$ cat config.mk
export PLATFORM = sky130hd
export DESIGN_NAME = lsu_icb_tgt_splt
export DESIGN_NICKNAME = d
export VERILOG_FILES = /design/src/rtl/lsu_splt_pkg.sv /design/src/rtl/lsu_splt_fifo.sv /design/src/rtl/lsu_icb_tgt_splt.sv
export SDC_FILE = /design/constraint.sdc
export NUM_CORES = 1
export LEC_CHECK = 0
export ABC_AREA = 1
export BUFFER_PORTS_ARGS = -buffer_cell sky130_fd_sc_hd__buf_2
export CAP_MARGIN = 20
export CORE_AREA = 2 2 198 200
export CTS_BUF_LIST = sky130_fd_sc_hd__clkbuf_4
export CTS_CLUSTER_SIZE = 25
export DETAILED_ROUTE_END_ITERATION = 8
export DIE_AREA = 0 0 200 202
export PLACE_DENSITY = 0.34
export SYNTH_ARGS = -nofsm -noshare
export SYNTH_HDL_FRONTEND = slang
export SYNTH_SLANG_ARGS = --single-unit
$ cat constraint.sdc
create_clock -name clk -period 5.38 [get_ports clk]
set_input_delay 0.269 -clock clk [delete_from_list [all_inputs] [get_ports clk]]
set_output_delay 0.269 -clock clk [all_outputs]
set_load 0.02 [all_outputs]
$ cat src/rtl/lsu_splt_pkg.sv
// Shared types for the LSU ICB target splitter: target ids and ICB transfer-size codes.
package lsu_splt_pkg;

  typedef enum logic [1:0] {
    TGT_ITCM = 2'd0,
    TGT_DTCM = 2'd1,
    TGT_BIU  = 2'd2
  } tgt_e;

  localparam int TGT_W = 2;

  localparam logic [1:0] SIZE_B = 2'd0;
  localparam logic [1:0] SIZE_H = 2'd1;
  localparam logic [1:0] SIZE_W = 2'd2;

endpackage

$ cat src/rtl/lsu_splt_fifo.sv
// In-order tracker of target ids for outstanding commands; push/pop take effect at the clock edge.
// No write-through: a full FIFO refuses push even if a pop happens in the same cycle.
module lsu_splt_fifo #(
  parameter int DEPTH = 2,
  parameter int DW    = 2
) (
  input  logic                         clk,
  input  logic                         rst,
  input  logic                         push,
  input  logic [DW-1:0]                push_dat,
  input  logic                         pop,
  output logic [DW-1:0]                pop_dat,
  output logic                         full,
  output logic                         empty,
  output logic [$clog2(DEPTH+1)-1:0]   count
);

  localparam int PW = (DEPTH > 1) ? $clog2(DEPTH) : 1;
  localparam int CW = $clog2(DEPTH + 1);
  localparam logic [PW-1:0] PTR_LAST = PW'(DEPTH - 1);
  localparam logic [CW-1:0] CNT_FULL = CW'(DEPTH);

  logic [DW-1:0] mem_q [DEPTH];
  logic [DW-1:0] mem_d [DEPTH];
  logic [PW-1:0] wptr_q, wptr_d;
  logic [PW-1:0] rptr_q, rptr_d;
  logic [CW-1:0] cnt_q, cnt_d;
  logic          push_ok, pop_ok;

  assign full    = (cnt_q == CNT_FULL);
  assign empty   = (cnt_q == '0);
  assign push_ok = push && !full;
  assign pop_ok  = pop && !empty;
  assign pop_dat = mem_q[rptr_q];
  assign count   = cnt_q;

  always_comb begin
    mem_d  = mem_q;
    wptr_d = wptr_q;
    rptr_d = rptr_q;
    cnt_d  = cnt_q;
    if (push_ok) begin
      mem_d[wptr_q] = push_dat;
      wptr_d        = (wptr_q == PTR_LAST) ? '0 : wptr_q + 1'b1;
    end
    if (pop_ok) begin
      rptr_d = (rptr_q == PTR_LAST) ? '0 : rptr_q + 1'b1;
    end
    case ({push_ok, pop_ok})
      2'b10:   cnt_d = cnt_q + 1'b1;
      2'b01:   cnt_d = cnt_q - 1'b1;
      default: cnt_d = cnt_q;
    endcase
  end

  always_ff @(posedge clk or posedge rst) begin
    if (rst) begin
      mem_q  <= '{default: '0};
      wptr_q <= '0;
      rptr_q <= '0;
      cnt_q  <= '0;
    end else begin
      mem_q  <= mem_d;
      wptr_q <= wptr_d;
      rptr_q <= rptr_d;
      cnt_q  <= cnt_d;
    end
  end

endmodule

$ cat src/rtl/lsu_icb_tgt_splt.sv
// Routes LSU ICB commands to ITCM/DTCM/BIU with zero-cycle pass-through and returns responses in issue order.
// Stalls commands when the tracker is full or the target differs from the in-flight one; holds off non-head responses.
module lsu_icb_tgt_splt
  import lsu_splt_pkg::*;
#(
  parameter int OUTS_DEPTH = 2,
  parameter int ITCM_AW    = 16,
  parameter int DTCM_AW    = 16
) (
  input  logic                              clk,
  input  logic                              rst,
  input  logic [31:0]                       itcm_region_indic,
  input  logic [31:0]                       dtcm_region_indic,

  input  logic                              i_icb_cmd_valid,
  output logic                              i_icb_cmd_ready,
  input  logic [31:0]                       i_icb_cmd_addr,
  input  logic                              i_icb_cmd_read,
  input  logic [31:0]                       i_icb_cmd_wdata,
  input  logic [3:0]                        i_icb_cmd_wmask,
  input  logic [1:0]                        i_icb_cmd_size,
  output logic                              i_icb_rsp_valid,
  input  logic                              i_icb_rsp_ready,
  output logic                              i_icb_rsp_err,
  output logic                              i_icb_rsp_excl_ok,
  output logic [31:0]                       i_icb_rsp_rdata,

  output logic                              itcm_icb_cmd_valid,
  input  logic                              itcm_icb_cmd_ready,
  output logic [31:0]                       itcm_icb_cmd_addr,
  output logic                              itcm_icb_cmd_read,
  output logic [31:0]                       itcm_icb_cmd_wdata,
  output logic [3:0]                        itcm_icb_cmd_wmask,
  output logic [1:0]                        itcm_icb_cmd_size,
  input  logic                              itcm_icb_rsp_valid,
  output logic                              itcm_icb_rsp_ready,
  input  logic                              itcm_icb_rsp_err,
  input  logic                              itcm_icb_rsp_excl_ok,
  input  logic [31:0]                       itcm_icb_rsp_rdata,

  output logic                              dtcm_icb_cmd_valid,
  input  logic                              dtcm_icb_cmd_ready,
  output logic [31:0]                       dtcm_icb_cmd_addr,
  output logic                              dtcm_icb_cmd_read,
  output logic [31:0]                       dtcm_icb_cmd_wdata,
  output logic [3:0]                        dtcm_icb_cmd_wmask,
  output logic [1:0]                        dtcm_icb_cmd_size,
  input  logic                              dtcm_icb_rsp_valid,
  output logic                              dtcm_icb_rsp_ready,
  input  logic                              dtcm_icb_rsp_err,
  input  logic                              dtcm_icb_rsp_excl_ok,
  input  logic [31:0]                       dtcm_icb_rsp_rdata,

  output logic                              biu_icb_cmd_valid,
  input  logic                              biu_icb_cmd_ready,
  output logic [31:0]                       biu_icb_cmd_addr,
  output logic                              biu_icb_cmd_read,
  output logic [31:0]                       biu_icb_cmd_wdata,
  output logic [3:0]                        biu_icb_cmd_wmask,
  output logic [1:0]                        biu_icb_cmd_size,
  input  logic                              biu_icb_rsp_valid,
  output logic                              biu_icb_rsp_ready,
  input  logic                              biu_icb_rsp_err,
  input  logic                              biu_icb_rsp_excl_ok,
  input  logic [31:0]                       biu_icb_rsp_rdata,

  output logic [$clog2(OUTS_DEPTH+1)-1:0]   outs_cnt,
  output logic                              splt_proto_err
);

  tgt_e             sel;
  tgt_e             head;
  tgt_e             last_tgt_q, last_tgt_d;
  logic [TGT_W-1:0] head_raw;
  logic             itcm_hit, dtcm_hit;
  logic             fifo_full, fifo_empty;
  logic             blocked, issue_ok, sel_rdy;
  logic             push, pop;
  logic             head_rsp_vld;
  logic             stray_rsp;
  logic             proto_err_q, proto_err_d;

  // XOR-then-shift compares only the bits above the region size.
  assign itcm_hit = ((i_icb_cmd_addr ^ itcm_region_indic) >> ITCM_AW) == 32'd0;
  assign dtcm_hit = ((i_icb_cmd_addr ^ dtcm_region_indic) >> DTCM_AW) == 32'd0;

  always_comb begin
    sel     = TGT_BIU;
    sel_rdy = biu_icb_cmd_ready;
    if (itcm_hit) begin
      sel     = TGT_ITCM;
      sel_rdy = itcm_icb_cmd_ready;
    end else if (dtcm_hit) begin
      sel     = TGT_DTCM;
      sel_rdy = dtcm_icb_cmd_ready;
    end
  end

  assign blocked  = !fifo_empty && (sel != last_tgt_q);
  assign issue_ok = i_icb_cmd_valid && !fifo_full && !blocked;

  assign itcm_icb_cmd_valid = issue_ok && (sel == TGT_ITCM);
  assign dtcm_icb_cmd_valid = issue_ok && (sel == TGT_DTCM);
  assign biu_icb_cmd_valid  = issue_ok && (sel == TGT_BIU);
  assign i_icb_cmd_ready    = issue_ok && sel_rdy;
  assign push               = i_icb_cmd_valid && i_icb_cmd_ready;

  assign itcm_icb_cmd_addr  = i_icb_cmd_addr;
  assign itcm_icb_cmd_read  = i_icb_cmd_read;
  assign itcm_icb_cmd_wdata = i_icb_cmd_wdata;
  assign itcm_icb_cmd_wmask = i_icb_cmd_wmask;
  assign itcm_icb_cmd_size  = i_icb_cmd_size;
  assign dtcm_icb_cmd_addr  = i_icb_cmd_addr;
  assign dtcm_icb_cmd_read  = i_icb_cmd_read;
  assign dtcm_icb_cmd_wdata = i_icb_cmd_wdata;
  assign dtcm_icb_cmd_wmask = i_icb_cmd_wmask;
  assign dtcm_icb_cmd_size  = i_icb_cmd_size;
  assign biu_icb_cmd_addr   = i_icb_cmd_addr;
  assign biu_icb_cmd_read   = i_icb_cmd_read;
  assign biu_icb_cmd_wdata  = i_icb_cmd_wdata;
  assign biu_icb_cmd_wmask  = i_icb_cmd_wmask;
  assign biu_icb_cmd_size   = i_icb_cmd_size;

  lsu_splt_fifo #(
    .DEPTH (OUTS_DEPTH),
    .DW    (TGT_W)
  ) u_fifo (
    .clk      (clk),
    .rst      (rst),
    .push     (push),
    .push_dat (sel),
    .pop      (pop),
    .pop_dat  (head_raw),
    .full     (fifo_full),
    .empty    (fifo_empty),
    .count    (outs_cnt)
  );

  assign head = tgt_e'(head_raw);

  always_comb begin
    head_rsp_vld       = 1'b0;
    i_icb_rsp_err      = 1'b0;
    i_icb_rsp_excl_ok  = 1'b0;
    i_icb_rsp_rdata    = '0;
    itcm_icb_rsp_ready = 1'b0;
    dtcm_icb_rsp_ready = 1'b0;
    biu_icb_rsp_ready  = 1'b0;
    if (!fifo_empty) begin
      case (head)
        TGT_ITCM: begin
          head_rsp_vld       = itcm_icb_rsp_valid;
          i_icb_rsp_err      = itcm_icb_rsp_err;
          i_icb_rsp_excl_ok  = itcm_icb_rsp_excl_ok;
          i_icb_rsp_rdata    = itcm_icb_rsp_rdata;
          itcm_icb_rsp_ready = i_icb_rsp_ready;
        end
        TGT_DTCM: begin
          head_rsp_vld       = dtcm_icb_rsp_valid;
          i_icb_rsp_err      = dtcm_icb_rsp_err;
          i_icb_rsp_excl_ok  = dtcm_icb_rsp_excl_ok;
          i_icb_rsp_rdata    = dtcm_icb_rsp_rdata;
          dtcm_icb_rsp_ready = i_icb_rsp_ready;
        end
        TGT_BIU: begin
          head_rsp_vld       = biu_icb_rsp_valid;
          i_icb_rsp_err      = biu_icb_rsp_err;
          i_icb_rsp_excl_ok  = biu_icb_rsp_excl_ok;
          i_icb_rsp_rdata    = biu_icb_rsp_rdata;
          biu_icb_rsp_ready  = i_icb_rsp_ready;
        end
        default: ;
      endcase
    end
  end

  assign i_icb_rsp_valid = head_rsp_vld;
  assign pop             = i_icb_rsp_valid && i_icb_rsp_ready;

  // A response is stray if nothing is tracked, or it comes from neither the head nor the latest target.
  always_comb begin
    stray_rsp = 1'b0;
    if (itcm_icb_rsp_valid && (fifo_empty || (head != TGT_ITCM && last_tgt_q != TGT_ITCM)))
      stray_rsp = 1'b1;
    if (dtcm_icb_rsp_valid && (fifo_empty || (head != TGT_DTCM && last_tgt_q != TGT_DTCM)))
      stray_rsp = 1'b1;
    if (biu_icb_rsp_valid && (fifo_empty || (head != TGT_BIU && last_tgt_q != TGT_BIU)))
      stray_rsp = 1'b1;
  end

  assign proto_err_d    = proto_err_q | stray_rsp;
  assign last_tgt_d     = push ? sel : last_tgt_q;
  assign splt_proto_err = proto_err_q;

  always_ff @(posedge clk or posedge rst) begin
    if (rst) begin
      last_tgt_q  <= TGT_ITCM;
      proto_err_q <= 1'b0;
    end else begin
      last_tgt_q  <= last_tgt_d;
      proto_err_q <= proto_err_d;
    end
  end

endmodule

## After elaboration in Yosys (flattened, before gate mapping)

Index checks and enable logic that the tools add are counted.

| cells by class | value |
|---|---|
| add/sub/neg operators | 4 |
| magnitude comparators | 3 |
| equal/unequal tests | 12 |
| muxes and demuxes | 30 |
| bitwise logic cells | 5 |
| reduce and logical (&&, ||, !) cells | 32 |

Operators by type and width:

| kind | number |
|---|---|
| $pmux W32 S3 | 1 |
| $logic_not A32 Y1 | 2 |
| $xor A32 B32 Y32 | 2 |
| $mux W32 | 1 |
| $logic_and A1 B1 Y1 | 18 |
| $mux W1 | 16 |
| $mux W2 | 6 |
| $pmux W1 S3 | 3 |
| $eq A2 B2 Y1 const B | 4 |
| $eq A2 B1 Y1 const B | 3 |
| $logic_not A2 Y1 | 3 |
| $reduce_bool A2 Y1 | 3 |
| $bwmux W4 | 1 |
| $ge A2 B2 Y1 const B | 2 |
| $ne A2 B1 Y1 const B | 2 |
| $ne A2 B2 Y1 const B | 2 |
| $not A1 Y2 | 2 |
| $pmux W2 S2 | 1 |
| $logic_not A1 Y1 | 3 |
| $logic_or A1 B1 Y1 | 3 |
| $add A1 B1 Y1 const B | 2 |
| $add A2 B1 Y2 const B | 1 |
| $demux W2 S1 | 1 |
| $lt A2 B1 Y1 const B | 1 |
| other kinds (3) | 3 |

| word-level totals | value |
|---|---|
| register bits | 11 |
| output and inout port bits | 258 |

## Logic depth before layout (Yosys ltp)

| logic depth | value |
|---|---|
| word-level depth | 13 |
| gate-level depth with buffers | 18 |
| depth with buffers taken out | 18 |

## Modules after synthesis

A second synthesis with hierarchy kept.

| second synthesis, totals | value |
|---|---|
| cells, all modules | 735 |
| area total of the unflattened synthesis | 4032.6 µm² |

By module, submodules not included:

| module | times used | cells an instance | area each (µm²) |
|---|---|---|---|
| lsu_icb_tgt_splt | 1 | 681 | 3611.0 |
| lsu_splt_fifo | 1 | 54 | 421.7 |

## Least setup slack after synthesis

Ideal clock, no wire load.

| path | value |
|---|---|
| path type | register to register |
| start point | register u_fifo.rptr_q |
| end point | register u_fifo.cnt_q[1] (netlist: u_fifo.count[1]) |
| setup time | 131 ps |
| arrival time | 2091 ps |
| required time | 5249 ps |
| path slack | 3157 ps |
| cell stages (with the launch flop) | 16 |
| buffers on the path | 0 |
| path through | dfrtp_1 > inv_1 > or2_1 > o21ai_0 > inv_1 > nor2_2 > nand2_1 > nand3_1 > nand2_1 > inv_1 > nand2_1 > inv_1 > ha_1 > a21oi_1 > o21ai_0 > xor2_1 |

| between the ends | value |
|---|---|
| cells in the longest elaborated chain, start to end | 11 |

RTL lines:

| element | RTL line | source |
|---|---|---|
| start: declaration | lsu_splt_fifo.sv:26 | `logic [PW-1:0] rptr_q, rptr_d;` |
| start signal: assignment | lsu_splt_fifo.sv:65 | `rptr_q <= rptr_d;` |
| $not A1 Y2 (not written as such) (*) | lsu_splt_fifo.sv:34 | `assign pop_dat = mem_q[rptr_q];` |
| $mux W2 (not written as such) (*) (3 in series) | lsu_splt_fifo.sv:34 |  |
| $eq A2 B2 Y1, or another cell as far along | lsu_icb_tgt_splt.sv:150 | `case (head)` |
| $pmux W1 S3 (*) | lsu_icb_tgt_splt.sv:150 |  |
| $mux W1 (*) | lsu_icb_tgt_splt.sv:149 | `if (!fifo_empty) begin` |
| via i_icb_rsp_valid | lsu_icb_tgt_splt.sv:22 | `output logic i_icb_rsp_valid,` |
| $logic_and A1 B1 Y1 (*) | lsu_icb_tgt_splt.sv:178 | `assign pop = i_icb_rsp_valid && i_icb_rsp_ready;` |
| $logic_and A1 B1 Y1 (*) | lsu_splt_fifo.sv:33 | `assign pop_ok = pop && !empty;` |
| via u_fifo.pop_ok | lsu_splt_fifo.sv:28 | `logic push_ok, pop_ok;` |
| $eq A2 B1 Y1 / $eq A2 B2 Y1 (equally long branches) | lsu_splt_fifo.sv:49 | `case ({push_ok, pop_ok})` |
| $pmux W2 S2 / $reduce_bool A2 Y1 (equally long branches) | n/a |  |
| end signal: assignment | lsu_splt_fifo.sv:66 | `cnt_q <= cnt_d;` |
| end: declaration | lsu_splt_fifo.sv:27 | `logic [CW-1:0] cnt_q, cnt_d;` |

The timed path passes the listed nets; every way through them passes the cells marked *. The select of a mux whose other input is x is not followed.
A chain may end at the register's enable or synchronous reset.

## Worst setup path in the final report

| path | value |
|---|---|
| start point | register u_fifo.rptr_q |
| end point | register u_fifo.cnt_q[1] (netlist: u_fifo.count[1]) |

| between the ends | value |
|---|---|
| cells in the longest elaborated chain, start to end | 11 |

RTL lines:

| element | RTL line |
|---|---|
| $not A1 Y2 (not written as such) (*) | lsu_splt_fifo.sv:34 |
| $mux W2 (not written as such) (*) (3 in series) | lsu_splt_fifo.sv:34 |
| $eq A2 B2 Y1, or another cell as far along | lsu_icb_tgt_splt.sv:150 |
| $pmux W1 S3 (*) | lsu_icb_tgt_splt.sv:150 |
| $mux W1 (*) | lsu_icb_tgt_splt.sv:149 |
| $logic_and A1 B1 Y1 (*) | lsu_icb_tgt_splt.sv:178 |
| $logic_and A1 B1 Y1 (*) | lsu_splt_fifo.sv:33 |
| via u_fifo.pop_ok | lsu_splt_fifo.sv:28 |
| $eq A2 B1 Y1 / $eq A2 B2 Y1 (equally long branches) | lsu_splt_fifo.sv:49 |
| $pmux W2 S2 / $reduce_bool A2 Y1 (equally long branches) | n/a |

Marks and branches as above.

==> flow_results.org <==
** Outcome
- The flow ran to the end, and the final reports show no timing, DRC or antenna violations.

** Setup path
- Worst Reg2Reg Path Length in Cells :: 15
- Startpoint Class :: flip-flop
- STA puts the critical path data required time at 5.52 ns.
- The slowest stage of the critical path belongs to the cell nor2_4.
- The signal on the critical path passes through inv_1 > or2_1 > o21ai_0 > inv_1 > nor2_4 > nand2_1 > nand3_1 > nand2_1 > inv_1 > nand2_1 > inv_1 > ha_1 > a21oi_1 > o21ai_0 > xor2_1.
- Slack of the worst reg-to-reg path :: 2.40 ns
- Delay contributed by the slowest stage of the critical path :: 0.75 ns
- The worst setup path is captured at a flip-flop.
- In this run the worst path has a maximum fanout of 36.
- In this run the critical register-to-register path is launched from u_fifo.rptr_q.
- The worst register-to-register path ends at u_fifo.count[1].
- Crit path DAT :: 3.13 ns
- The most numerous cell type found on the critical path is inv_1.
- The critical path starts at u_fifo.rptr_q.
- The critical path is of the flip-flop to flip-flop type.

** Clock network
- The later pin in the worst-skew pair is clocked with a latency of 0.27 ns.
- Root buffer cell :: clkbuf_4
- After clock tree synthesis, the clock-pin slew on the worst setup and hold paths is 0.08 ns.
- Largest buffer count on any clock path :: 2
- The number of gates resized after CTS was 0.
- TritonCTS built the clock tree.
- The tree built by TritonCTS fans out to 11 sinks.
- In this run the number of H-tree levels came out at 1.
- Counting the buffers created by CTS gives 3.

** Timing
- Tightest hold margin :: 0.293 ns
- Static timing analysis puts the maximum clock frequency at 335 MHz.
- Measured slew at the worst slew-check pin :: 0.973 ns
- Headroom to the max-slew limit came out at 35.0%.
- Setup_tns :: 0 ns
- Setup repair after global routing missed its margin :: false
- Period minus WS final :: 2.98 ns
- Final hold violation count :: 0
- Setup violations remaining at the end of the flow were counted as 0.
- Setup WS post-layout :: 2.40 ns
- Of the available clock period, the critical path in the final layout requires 55.4%.
- The count of pins over their slew limit was 0.
- Setup skew after layout :: 0.00964 ns

** Routing
- In the detailed route, the total length drawn on met3 is 1110 µm.
- After detailed routing, the number of remaining DRC violations is 0.
- Met1 WL :: 4780 µm
- First-pass iteration count of the detailed router :: 4
- Detailed routing placed a total of 7290 µm of wire on met2.
- Via-to-Cell Ratio :: 2.97
- For this block, the initial DRC count from the detailed router was 120.
- Number of nets still failing antenna checks after routing :: 0
- The final layout contains routed wiring with a total length of 13900 µm.
- Number of vias after detailed routing :: 3775
- Highest metal used :: met4
- In the final routed layout, each cell accounts on average for 11.0 µm.

** Finish
- Across the whole layout, storage elements account for 275 µm².
- The layout has 4606 filler cells.
- The multi-input combinational cells in the finished layout cover a total of 0.00165 mm².
- After the last flow step, the layout net total stands at 999.
- The finished layout holds 1269 standard cells, fillers aside.
- Synthesis-to-layout area growth :: 8.15%
- Fraction of layout instances using a drive strength above 1 :: 37.5%

** Placement
- In this run, placement finished with an instance count of 1263.
- Detailed placement ended at an HPWL of 12000 µm.
- At the end of routability-driven placement, the weighted congestion stood at 0.732.
- Total of buffers placed on input and output ports :: 252
- Prior to clock tree synthesis, the placed netlist has a worst setup slack of 2.29 ns.

** Floorplanning
- Row count :: 72
- Core area :: 0.0383 mm²
- Initial core utilization :: 10.3%
- Overall die width :: 200 µm
- Count of pins on the block boundary :: 505
- In this run the vertical extent of the chip is 202 µm.
- The die covers 0.0404 mm².

** Global routing
- The via count of the first global-routing pass is 3599.
- The number of antenna violations at the first check in global routing is 1.
- First-pass GRT wire length :: 19900 µm
- Summed over all layers, the global routing overflow is 0.
- Global routing consumed, over all layers together, 6.49% of the routing resources.
- Maximum number of pins on one net before global-route repair :: 37

** Pwr
- Leakage :: 0.00270 µW
- Peak ir drop on the vdd network :: 0.129 mV
- Sequential power share :: 9.7%
- Power per unit of standard cell area :: 357 mW/mm²
- Clk pwr share :: 3.7%
- Proportion of power drawn by combinational gates :: 86.6%
- NetSw :: 975 µW
- In this run switching power makes up 64.0% of total power.
- Internal power consumption :: 549 µW

** Synthesis
- Count of mapped cells out of synthesis :: 716
- The number of different library cells used by synthesis comes to 26.
- Yosys printed 0 warnings.
- Sequential share of the synthesized area :: 6.97%
- In this run the mean area of a mapped cell was 5.51 µm².
- Cell Area, Synth :: 0.00395 mm²
- Number of nets produced by synthesis :: 964
- Flip-flop and latch count after synthesis :: 11

** Flow run
- The tool flagged a number of max-cap violations equal to 0.

** Worst hold path
- Path category of the worst min-delay check :: input port to flip-flop
- In this run the most critical hold path is launched from biu_icb_rsp_valid.
- Hold Crit Depth :: 3
- Worst Hold Path EP :: splt_proto_err
routing by layer:
metal | vias to the layer above | global-route usage [%]
met5 | - | 0
met4 | 0 | 3.78
met3 | 85 | 1.84
met2 | 122 | 12.1
met1 | 1597 | 6.30
li1 | 1971 | -
worst max-delay path, delay by kind of cell, from the launching register on:
family	cells	cell delay (ns)
XOR/XNOR	1	0.16
AND/OR/NAND/NOR	6	1.32
adder cells (fa/ha/maj)	1	0.24
AO/OA/AOI/OAI	3	0.36
buffers and inverters	4	0.37
flip-flops	1	0.39
kinds of logic (layout without fill, tap and decap cells):
family | count (synthesis) | in the layout | synth area share [%]
other cells | 0 | 1 | 0
mux | 1 | 1 | 0.254
flops | 11 | 11 | 6.97
simple gates | 356 | 356 | 37.2
buf+inv | 326 | 360 | 51.3
xor+xnor | 9 | 9 | 2.00
fa+ha+maj | 1 | 1 | 0.317
compound gates | 12 | 12 | 1.90
timing repair:
item | 4_1_cts | 5_1_grt
setup buffers | 0 | 0
hold buffers | 1 | 0
endpoints found under the hold margin | 7 | 0
flip-flops by register name, summed over array words and instances (netlist names):
register,cells
u_fifo.count,2
u_fifo.mem_q,4
splt_proto_err,1
last_tgt_q,2
u_fifo.rptr_q,1
u_fifo.wptr_q,1
power by group through the flow:
| stage | clock [µW] | sequential [µW] | combinational, µW |
|---|---|---|---|
| floorplan | 0 | 145 | 1060 |
| detailed placement | 0 | 148 | 1360 |
| global route | 65.2 | 152 | 1490 |
| finish | 57.1 | 147 | 1320 |
| global placement | 0 | 149 | 1360 |
| CTS | 61.4 | 148 | 1360 |
cells in the mapped netlist:
| library cell | number | area [µm²] |
|---|---|---|
| nor2_4 | 2 | 22.5 |
| clkbuf_1 | 8 | 30.0 |
| ha_1 | 1 | 12.5 |
| nor2_2 | 3 | 18.8 |
| nor3_1 | 1 | 5.00 |
| nand4_1 | 7 | 43.8 |
| mux2i_1 | 1 | 10.0 |
| buf_2 | 3 | 15.0 |
| nand2_2 | 2 | 12.5 |
| nand3_1 | 41 | 205 |
| inv_1 | 88 | 330 |
| clkinv_1 | 3 | 11.3 |
| a21oi_1 | 4 | 20.0 |
| xnor2_1 | 3 | 26.3 |
| inv_2 | 10 | 37.5 |
| o21ai_2 | 1 | 8.76 |
| buf_4 | 213 | 1600 |
| or2_1 | 2 | 12.5 |
| nor2_1 | 27 | 101 |
| dfrtp_1 | 11 | 275 |
| nand2_1 | 267 | 1000 |
| o21ai_0 | 6 | 30.0 |
| a21oi_4 | 1 | 16.3 |
| nand2_4 | 4 | 45.0 |
| buf_1 | 1 | 3.75 |
| xor2_1 | 6 | 52.6 |
how the worst max path moves through the flow:
stage	to	slack (ns)	cells after the start
global route	u_fifo.count[1]	2.04	15
floorplan	u_fifo.count[1]	3.16	15
global placement	u_fifo.count[1]	2.27	15
finish	u_fifo.count[1]	2.40	15
detailed placement	u_fifo.count[1]	2.29	15
CTS	u_fifo.count[1]	2.26	15
stage by stage:
stage | total power, µW | util [%] | area (µm²)
global route | 1710 | 11.2 | 4270
detailed placement | 1510 | 11.0 | 4230
CTS | 1570 | 11.1 | 4270
floorplan | 1210 | - | 3950
finish | 1520 | 11.2 | 4270
global placement | 1510 | 11.0 | 4230
layout make-up:
| type | instances | share of cell area, % |
|---|---|---|
| antenna | 1 | 0.0586 |
| clock buffer | 3 | 0.528 |
| clock inverter | 1 | 0.117 |
| inverter | 101 | 8.88 |
| multi-input combinational | 379 | 38.7 |
| sequential | 11 | 6.45 |
| tap | 518 | 15.2 |
| timing repair buffer | 255 | 30.1 |
placed cells by master (no fill, tap or decap):
cell / count
a21oi_1: 4
a21oi_4: 1
buf_2: 252
buf_4: 2
clkbuf_4: 3
clkinv_1: 3
clkinv_2: 1
dfrtp_1: 11
diode_2: 1
dlygate4sd3_1: 1
ha_1: 1
inv_1: 88
inv_2: 10
mux2i_1: 1
nand2_1: 267
nand2_2: 2
nand2_4: 4
nand3_1: 41
nand4_1: 7
nor2_1: 27
nor2_2: 2
nor2_4: 3
nor3_1: 1
o21ai_0: 6
o21ai_2: 1
or2_1: 2
xnor2_1: 3
xor2_1: 6
(Power assumes the default switching activity.)
